`src/rtl/key_reader_if.sv`:
```
// Push-button bundle: raw active-low keys in, debounced level/pulse/toggle out.
interface key_reader_if #(
   parameter int unsigned NKEYS = 4
);
   logic [NKEYS-1:0] key_n;
   logic [NKEYS-1:0] key_level;
   logic [NKEYS-1:0] key_press;
   logic [NKEYS-1:0] key_release;
   logic [NKEYS-1:0] key_toggle;

   modport master (
      output key_n,
      input  key_level,
      input  key_press,
      input  key_release,
      input  key_toggle
   );

   modport slave (
      input  key_n,
      output key_level,
      output key_press,
      output key_release,
      output key_toggle
   );
endinterface

```
`src/rtl/key_reader.sv`:
```
// Synchronises and debounces NKEYS raw active-low buttons into a clean level,
// one-cycle press/release pulses and a press-toggled flag per key.
module key_reader #(
   parameter int unsigned NKEYS           = 4,
   parameter int unsigned DEBOUNCE_CYCLES = 1000000
) (
   input  logic         clk,
   input  logic         clr,
   key_reader_if.slave  kif
);

   localparam int unsigned         CW       = $clog2(DEBOUNCE_CYCLES + 1);
   localparam logic [CW-1:0]       CNT_ONE  = CW'(1);
   localparam logic [CW-1:0]       CNT_LAST = CW'(DEBOUNCE_CYCLES - 1);

   typedef enum logic [1:0] {
      RELEASED     = 2'd0,
      PRESS_WAIT   = 2'd1,
      PRESSED      = 2'd2,
      RELEASE_WAIT = 2'd3
   } state_e;

   logic [NKEYS-1:0] sync1_q;
   logic [NKEYS-1:0] sync2_q;

   logic [NKEYS-1:0] level_vec;
   logic [NKEYS-1:0] press_vec;
   logic [NKEYS-1:0] release_vec;
   logic [NKEYS-1:0] toggle_vec;

   // Inversion happens at the first flop so everything downstream is pressed-high.
   always_ff @(posedge clk) begin
      if (clr) begin
         sync1_q <= '0;
         sync2_q <= '0;
      end else begin
         sync1_q <= ~kif.key_n;
         sync2_q <= sync1_q;
      end
   end

   for (genvar i = 0; i < NKEYS; i++) begin : g_key
      state_e        state_q, state_d;
      logic [CW-1:0] cnt_q, cnt_d;
      logic          level_q, level_d;
      logic          press_q, press_d;
      logic          rel_q, rel_d;
      logic          tog_q, tog_d;
      logic          s;

      assign s = sync2_q[i];

      always_ff @(posedge clk) begin
         if (clr) begin
            state_q <= RELEASED;
            cnt_q   <= '0;
            level_q <= 1'b0;
            press_q <= 1'b0;
            rel_q   <= 1'b0;
            tog_q   <= 1'b0;
         end else begin
            state_q <= state_d;
            cnt_q   <= cnt_d;
            level_q <= level_d;
            press_q <= press_d;
            rel_q   <= rel_d;
            tog_q   <= tog_d;
         end
      end

      // A bounce in either WAIT state drops straight back with no partial credit.
      always_comb begin
         state_d = state_q;
         cnt_d   = cnt_q;
         press_d = 1'b0;
         rel_d   = 1'b0;
         tog_d   = tog_q;
         unique case (state_q)
            RELEASED: begin
               if (s) begin
                  state_d = PRESS_WAIT;
                  cnt_d   = CNT_ONE;
               end
            end
            PRESS_WAIT: begin
               if (!s) begin
                  state_d = RELEASED;
                  cnt_d   = '0;
               end else if (cnt_q == CNT_LAST) begin
                  state_d = PRESSED;
                  cnt_d   = '0;
                  press_d = 1'b1;
                  tog_d   = ~tog_q;
               end else begin
                  cnt_d = cnt_q + CNT_ONE;
               end
            end
            PRESSED: begin
               if (!s) begin
                  state_d = RELEASE_WAIT;
                  cnt_d   = CNT_ONE;
               end
            end
            RELEASE_WAIT: begin
               if (s) begin
                  state_d = PRESSED;
                  cnt_d   = '0;
               end else if (cnt_q == CNT_LAST) begin
                  state_d = RELEASED;
                  cnt_d   = '0;
                  rel_d   = 1'b1;
               end else begin
                  cnt_d = cnt_q + CNT_ONE;
               end
            end
            default: begin
               state_d = RELEASED;
               cnt_d   = '0;
            end
         endcase
         level_d = (state_d == PRESSED) || (state_d == RELEASE_WAIT);
      end

      assign level_vec[i]   = level_q;
      assign press_vec[i]   = press_q;
      assign release_vec[i] = rel_q;
      assign toggle_vec[i]  = tog_q;

      a_no_dual_pulse : assert property (@(posedge clk) disable iff (clr)
         !(press_q && rel_q));
      a_cnt_bounded : assert property (@(posedge clk) disable iff (clr)
         cnt_q <= CNT_LAST);
   end

   assign kif.key_level   = level_vec;
   assign kif.key_press   = press_vec;
   assign kif.key_release = release_vec;
   assign kif.key_toggle  = toggle_vec;

endmodule

```
`src/flat_wrapper.sv`:
```
// flat-port wrapper written by rule: the top's interface ports become plain ports
module key_reader_flat 
#(
   parameter int unsigned NKEYS           = 4,
   parameter int unsigned DEBOUNCE_CYCLES = 1000000
)
  (clk, clr, kif_key_n, kif_key_level, kif_key_press, kif_key_release, kif_key_toggle);
  key_reader_if #(.NKEYS(NKEYS)) kif_i ();
  input  logic clk;
  input  logic clr;
  input wire logic [$bits(kif_i.key_n)-1:0] kif_key_n;
  output wire logic [$bits(kif_i.key_level)-1:0] kif_key_level;
  output wire logic [$bits(kif_i.key_press)-1:0] kif_key_press;
  output wire logic [$bits(kif_i.key_release)-1:0] kif_key_release;
  output wire logic [$bits(kif_i.key_toggle)-1:0] kif_key_toggle;
  assign kif_i.key_n = kif_key_n;
  assign kif_key_level = kif_i.key_level;
  assign kif_key_press = kif_i.key_press;
  assign kif_key_release = kif_i.key_release;
  assign kif_key_toggle = kif_i.key_toggle;
  key_reader #(.NKEYS(NKEYS), .DEBOUNCE_CYCLES(DEBOUNCE_CYCLES)) u_core (.clk(clk), .clr(clr), .kif(kif_i));
endmodule
```
`config.mk`:
```
export PLATFORM = sky130hd
export DESIGN_NAME = key_reader_flat
export DESIGN_NICKNAME = d
export VERILOG_FILES = /design/src/rtl/key_reader_if.sv /design/src/rtl/key_reader.sv /design/src/flat_wrapper.sv
export SDC_FILE = /design/constraint.sdc
export NUM_CORES = 1
export LEC_CHECK = 0
export CAP_MARGIN = 20
export CORE_ASPECT_RATIO = 0.5
export CORE_MARGIN = 5
export CORE_UTILIZATION = 30
export CTS_CLUSTER_DIAMETER = 50
export DETAILED_ROUTE_END_ITERATION = 10
export GPL_TIMING_DRIVEN = 0
export PLACE_DENSITY_LB_ADDON = 0.2
export SLEW_MARGIN = 20
export SYNTH_ARGS = -nofsm -noshare
export SYNTH_HDL_FRONTEND = slang
export SYNTH_SLANG_ARGS = --single-unit
export TNS_END_PERCENT = 50
```
`constraint.sdc`:
```
create_clock -name clk -period 2.05 [get_ports clk]
set_clock_uncertainty 0.2 [all_clocks]
set_input_delay 0.3075 -clock clk [delete_from_list [all_inputs] [get_ports clk]]
set_output_delay 0.3075 -clock clk [all_outputs]
set_load 0.005 [all_outputs]
```
==> out/summary.md <==
- **status** finished with violations
- **failing checks** negative setup slack
- **grt total ovfl** 0
- **fraction of power spent switching nets** 23.4%
- **starting density of the core** 30.5%
- **remaining antenna violation count** 0
- **post-synthesis register bit count** 112
- **post-synthesis instance area** 5280 um2
- **clock buffer count from CTS** 9
- **drt first-iter violations** 209
- **RSZ-0062 raised after global routing** true
- **end of the worst hold path** u_core.sync2_q[3]$_SDFF_PP0_
- **WL final** 13100 um
- **endpoint arrival time on the critical path** 2.22 ns
- **path type of the worst setup path** reg2reg
- **Reg2Reg Capture Point** u_core.g_key[1].state_q[1]$_SDFF_PP0_
- **Critical Path End Type** flop
- **global router's overall resource usage** 12.5%
- **fraction of post-synthesis cell area in the top cell type by area** 42.5%
- **routed vias/inst** 4.92
- **most frequent cells after synthesis** sky130_fd_sc_hd__dfxtp_1, sky130_fd_sc_hd__nor2_1, sky130_fd_sc_hd__nand2_1, sky130_fd_sc_hd__nand3_1, sky130_fd_sc_hd__xnor2_1
- **VDD IR-drop max** 416 uV
- **total clock sinks** 112
- **Hold Startpoint** u_core.sync1_q[3]$_SDFF_PP0_
- **ranking of synthesized cells by area** sky130_fd_sc_hd__dfxtp_1, sky130_fd_sc_hd__nor2_1, sky130_fd_sc_hd__xnor2_1
- **Port Buffer Count** 21
- **total count of max-transition violations in the final report** 0
- **deepest clock path buffer count** 2
- **Clock transition at path regs** 0.07 ns
- **clk_lat worst skew** 0.35 ns
- **y dimension of the die** 104 um
- **clock tree from TritonCTS** yes
- **worst-margin pin slew** 0.837 ns
- **Fin. Hold Viols** 0
- **standby leakage power** 2.37 nW
- **final clock period utilization by the worst path** 107%
- **flop-to-flop setup slack** -0.14 ns
- **portion of total power attributed to combinational logic** 4.2%
- **master of the slowest instance on the critical path** sky130_fd_sc_hd__or4b_4
- **Synth async-reset ratio** 0%
- **Setup Viol. Count Final** 56
- **post-route non-filler standard cell count** 928
- **count of flip-flops with a built-in enable after synthesis** 0
- **number of unique standard cell types used by synthesis** 63
- **H-tree depth reported by CTS** 3
- **Post-Syn Instances** 609
- **number of antenna repair diodes** 0
- **worst path required time** 2.08 ns
- **number of instances on the worst hold path** 1
- **Int Pwr** 0.00310 W
- **reg-to-reg startpoint** u_core.g_key[1].cnt_q[8]$_SDFFE_PP0P_
- **most repeated cell in the gate-level netlist after synthesis** sky130_fd_sc_hd__dfxtp_1
- **area of the multi-input gates** 3310 um2
- **clock group share of total power** 41.6%
- **net switching power** 0.000945 W
- **site row count** 34
- **total of max-cap violations** 0
- **total power consumption of the routed design** 0.00404 W
- **share of post-route cells with drive strength above 1** 32.1%
- **count of cells along the worst register-to-register path** 7
- **part of the Yosys area used for sequential elements** 42.5%
- **Avg WL per Cell** 14.1 um
- **final weighted congestion in routability-driven placement** 0.776
- **fin worst setup slack** -0.142 ns
- **Final min period** 2.19 ns
- **post-synthesis to final-layout area growth** 34.9%
- **worst-path fanout max** 4
- **Post-DP HPWL** 8270 um
- **CTS root buf** sky130_fd_sc_hd__clkbuf_16
- **Placed Cells incl. Taps** 864
- **I/O Pins** 22
- **Sequential Power Share** 54.2%
- **final-stage net count** 699
- **post-synthesis area per instance** 8.67 um2
- **category of the worst setup path launch point** flop
- **global-route wire length before repair** 21700 um
- **primary flip-flop cell chosen by synthesis mapping** sky130_fd_sc_hd__dfxtp_1
- **Synth area leader** sky130_fd_sc_hd__dfxtp_1
- **Relative slew margins** 43.8%
- **total die area** 20500 um2
- **number of hold buffers added after CTS** 0
- **worst path cell trace** or4b_4 -> nor3b_4 -> buf_4 -> nand4_1 -> buf_6 -> mux2i_1 -> nor2_1
- **chip width** 198 um
- **Post-Syn Nets** 619
- **number of global-route vias before repair** 4429
- **remaining design rule violation count** 0
- **maximum clock frequency** 456 MHz
- **# fillers** 1688
- **pwr dens** 568 nW/um2
- **Largest stage delay, worst path** 0.53 ns
- **routed via count** 4566
- **type of the tightest min-delay check** reg2reg
- **initial antenna violation count** 0
- **largest net degree at the start of global routing** 19
- **Core Box Area** 17300 um2
- **1st-pass router iterations** 4
- **area occupied by registers** 2310 um2
- **synthesis warning total** 0
==> cell type report <==
type	instances	share of cell area, %
clock inverter	6	0.598
multi-input combinational	449	46.4
buffer	33	3.32
timing repair buffer	70	8.95
clock buffer	10	3.36
inverter	14	0.738
tap	234	4.11
sequential	112	32.5
==> routing by layer <==
layer / vias up / routed length (um) / GRT usage, %
met5: - / 0 / 0
met4: 0 / 112 / 2.95
met3: 10 / 250 / 2.43
met2: 35 / 6260 / 20.7
met1: 2190 / 6500 / 16.9
li1: 2331 / - / -
==> power by group through the flow <==
stage | Sequential (W) | Combinational (W) | Clock, W
6_report | 0.00219 | 0.000171 | 0.00168
5_1_grt | 0.00219 | 0.000189 | 0.00183
2_1_floorplan | 0.00225 | 0.0000832 | 0
3_3_place_gp | 0.00225 | 0.000132 | 0
3_5_place_dp | 0.00225 | 0.000133 | 0
4_1_cts | 0.00220 | 0.000159 | 0.00175
==> sequential cells by signal (all words and copies together), names as in the netlist <==
register and cells:
u_core.g_key.level_q 4, u_core.g_key.rel_q 4, u_core.g_key.tog_q 4, u_core.sync2_q 4, u_core.sync1_q 4, u_core.g_key.press_q 4
u_core.g_key.cnt_q 80, u_core.g_key.state_q 8
==> what timing repair did <==
| action | 4_1_cts | 5_1_grt |
|---|---|---|
| setup endpoints to repair | 102 | 95 |
| resized for setup | 85 | 111 |
| buffers inserted | 24 | 22 |
| cloned | 2 | 3 |
| pin swaps | 34 | 44 |
==> through the flow <==
step / setup WS [ns] / instance area (um2) / hold WS [ns] / util [%] / TNS (ns)
after floorplan: -0.0338 / 5280 / 0.174 / - / -0.176
after global placement: -0.834 / 5790 / 0.218 / 33.4 / -55.44
after detailed placement: -0.841 / 5790 / 0.225 / 33.4 / -57.95
after CTS: -0.160 / 6570 / 0.246 / 37.9 / -2.98
after global routing: -0.226 / 7120 / 0.256 / 41.1 / -8.31
final: -0.142 / 7120 / 0.245 / 41.1 / -3.17
==> logic make-up after synthesis <==
kind of cell | synth area share (%)
AO/OA/AOI/OAI | 12.2
XOR/XNOR | 7.94
adder cells (fa/ha/maj) | 0.948
buffers and inverters | 4.84
flip-flops | 42.5
multiplexers | 1.33
AND/OR/NAND/NOR | 30.3
==> critical path, delay by kind of cell, from the launching register on <==
kind / cells / cell delay (ns)
simple gates: 4 / 0.99
flops: 1 / 0.35
buf+inv: 2 / 0.35
mux: 1 / 0.19
==> cells in the final DEF (no fill, tap or decap), types with 12 or more instances in the layout <==
cell type,count
sky130_fd_sc_hd__clkdlybuf4s50_1,20
sky130_fd_sc_hd__dfxtp_1,79
sky130_fd_sc_hd__nor3_1,16
sky130_fd_sc_hd__buf_6,22
sky130_fd_sc_hd__nor2_1,78
sky130_fd_sc_hd__dfxtp_4,12
sky130_fd_sc_hd__nand3_1,31
sky130_fd_sc_hd__inv_1,13
sky130_fd_sc_hd__a21oi_2,15
sky130_fd_sc_hd__xnor2_1,33
sky130_fd_sc_hd__dfxtp_2,21
sky130_fd_sc_hd__a31oi_1,18
sky130_fd_sc_hd__nand2_1,41
sky130_fd_sc_hd__buf_4,49
sky130_fd_sc_hd__nand4_1,20
==> worst max path at each step <==
| stage | end | from |
|---|---|---|
| 3_3_place_gp | u_core.g_key[0].level_q$_SDFF_PP0_ | clr |
| 4_1_cts | u_core.g_key[3].cnt_q[10]$_SDFFE_PP0P_ | u_core.sync2_q[3]$_SDFF_PP0_ |
| 3_5_place_dp | u_core.g_key[0].level_q$_SDFF_PP0_ | clr |
| 5_1_grt | u_core.g_key[1].state_q[1]$_SDFF_PP0_ | u_core.g_key[1].cnt_q[8]$_SDFFE_PP0P_ |
| 6_report | u_core.g_key[1].state_q[1]$_SDFF_PP0_ | u_core.g_key[1].cnt_q[8]$_SDFFE_PP0P_ |
| 2_1_floorplan | u_core.g_key[2].cnt_q[10]$_SDFFE_PP0P_ | u_core.g_key[2].cnt_q[8]$_SDFFE_PP0P_ |
Note: power is estimated with default switching activity, not from simulation.
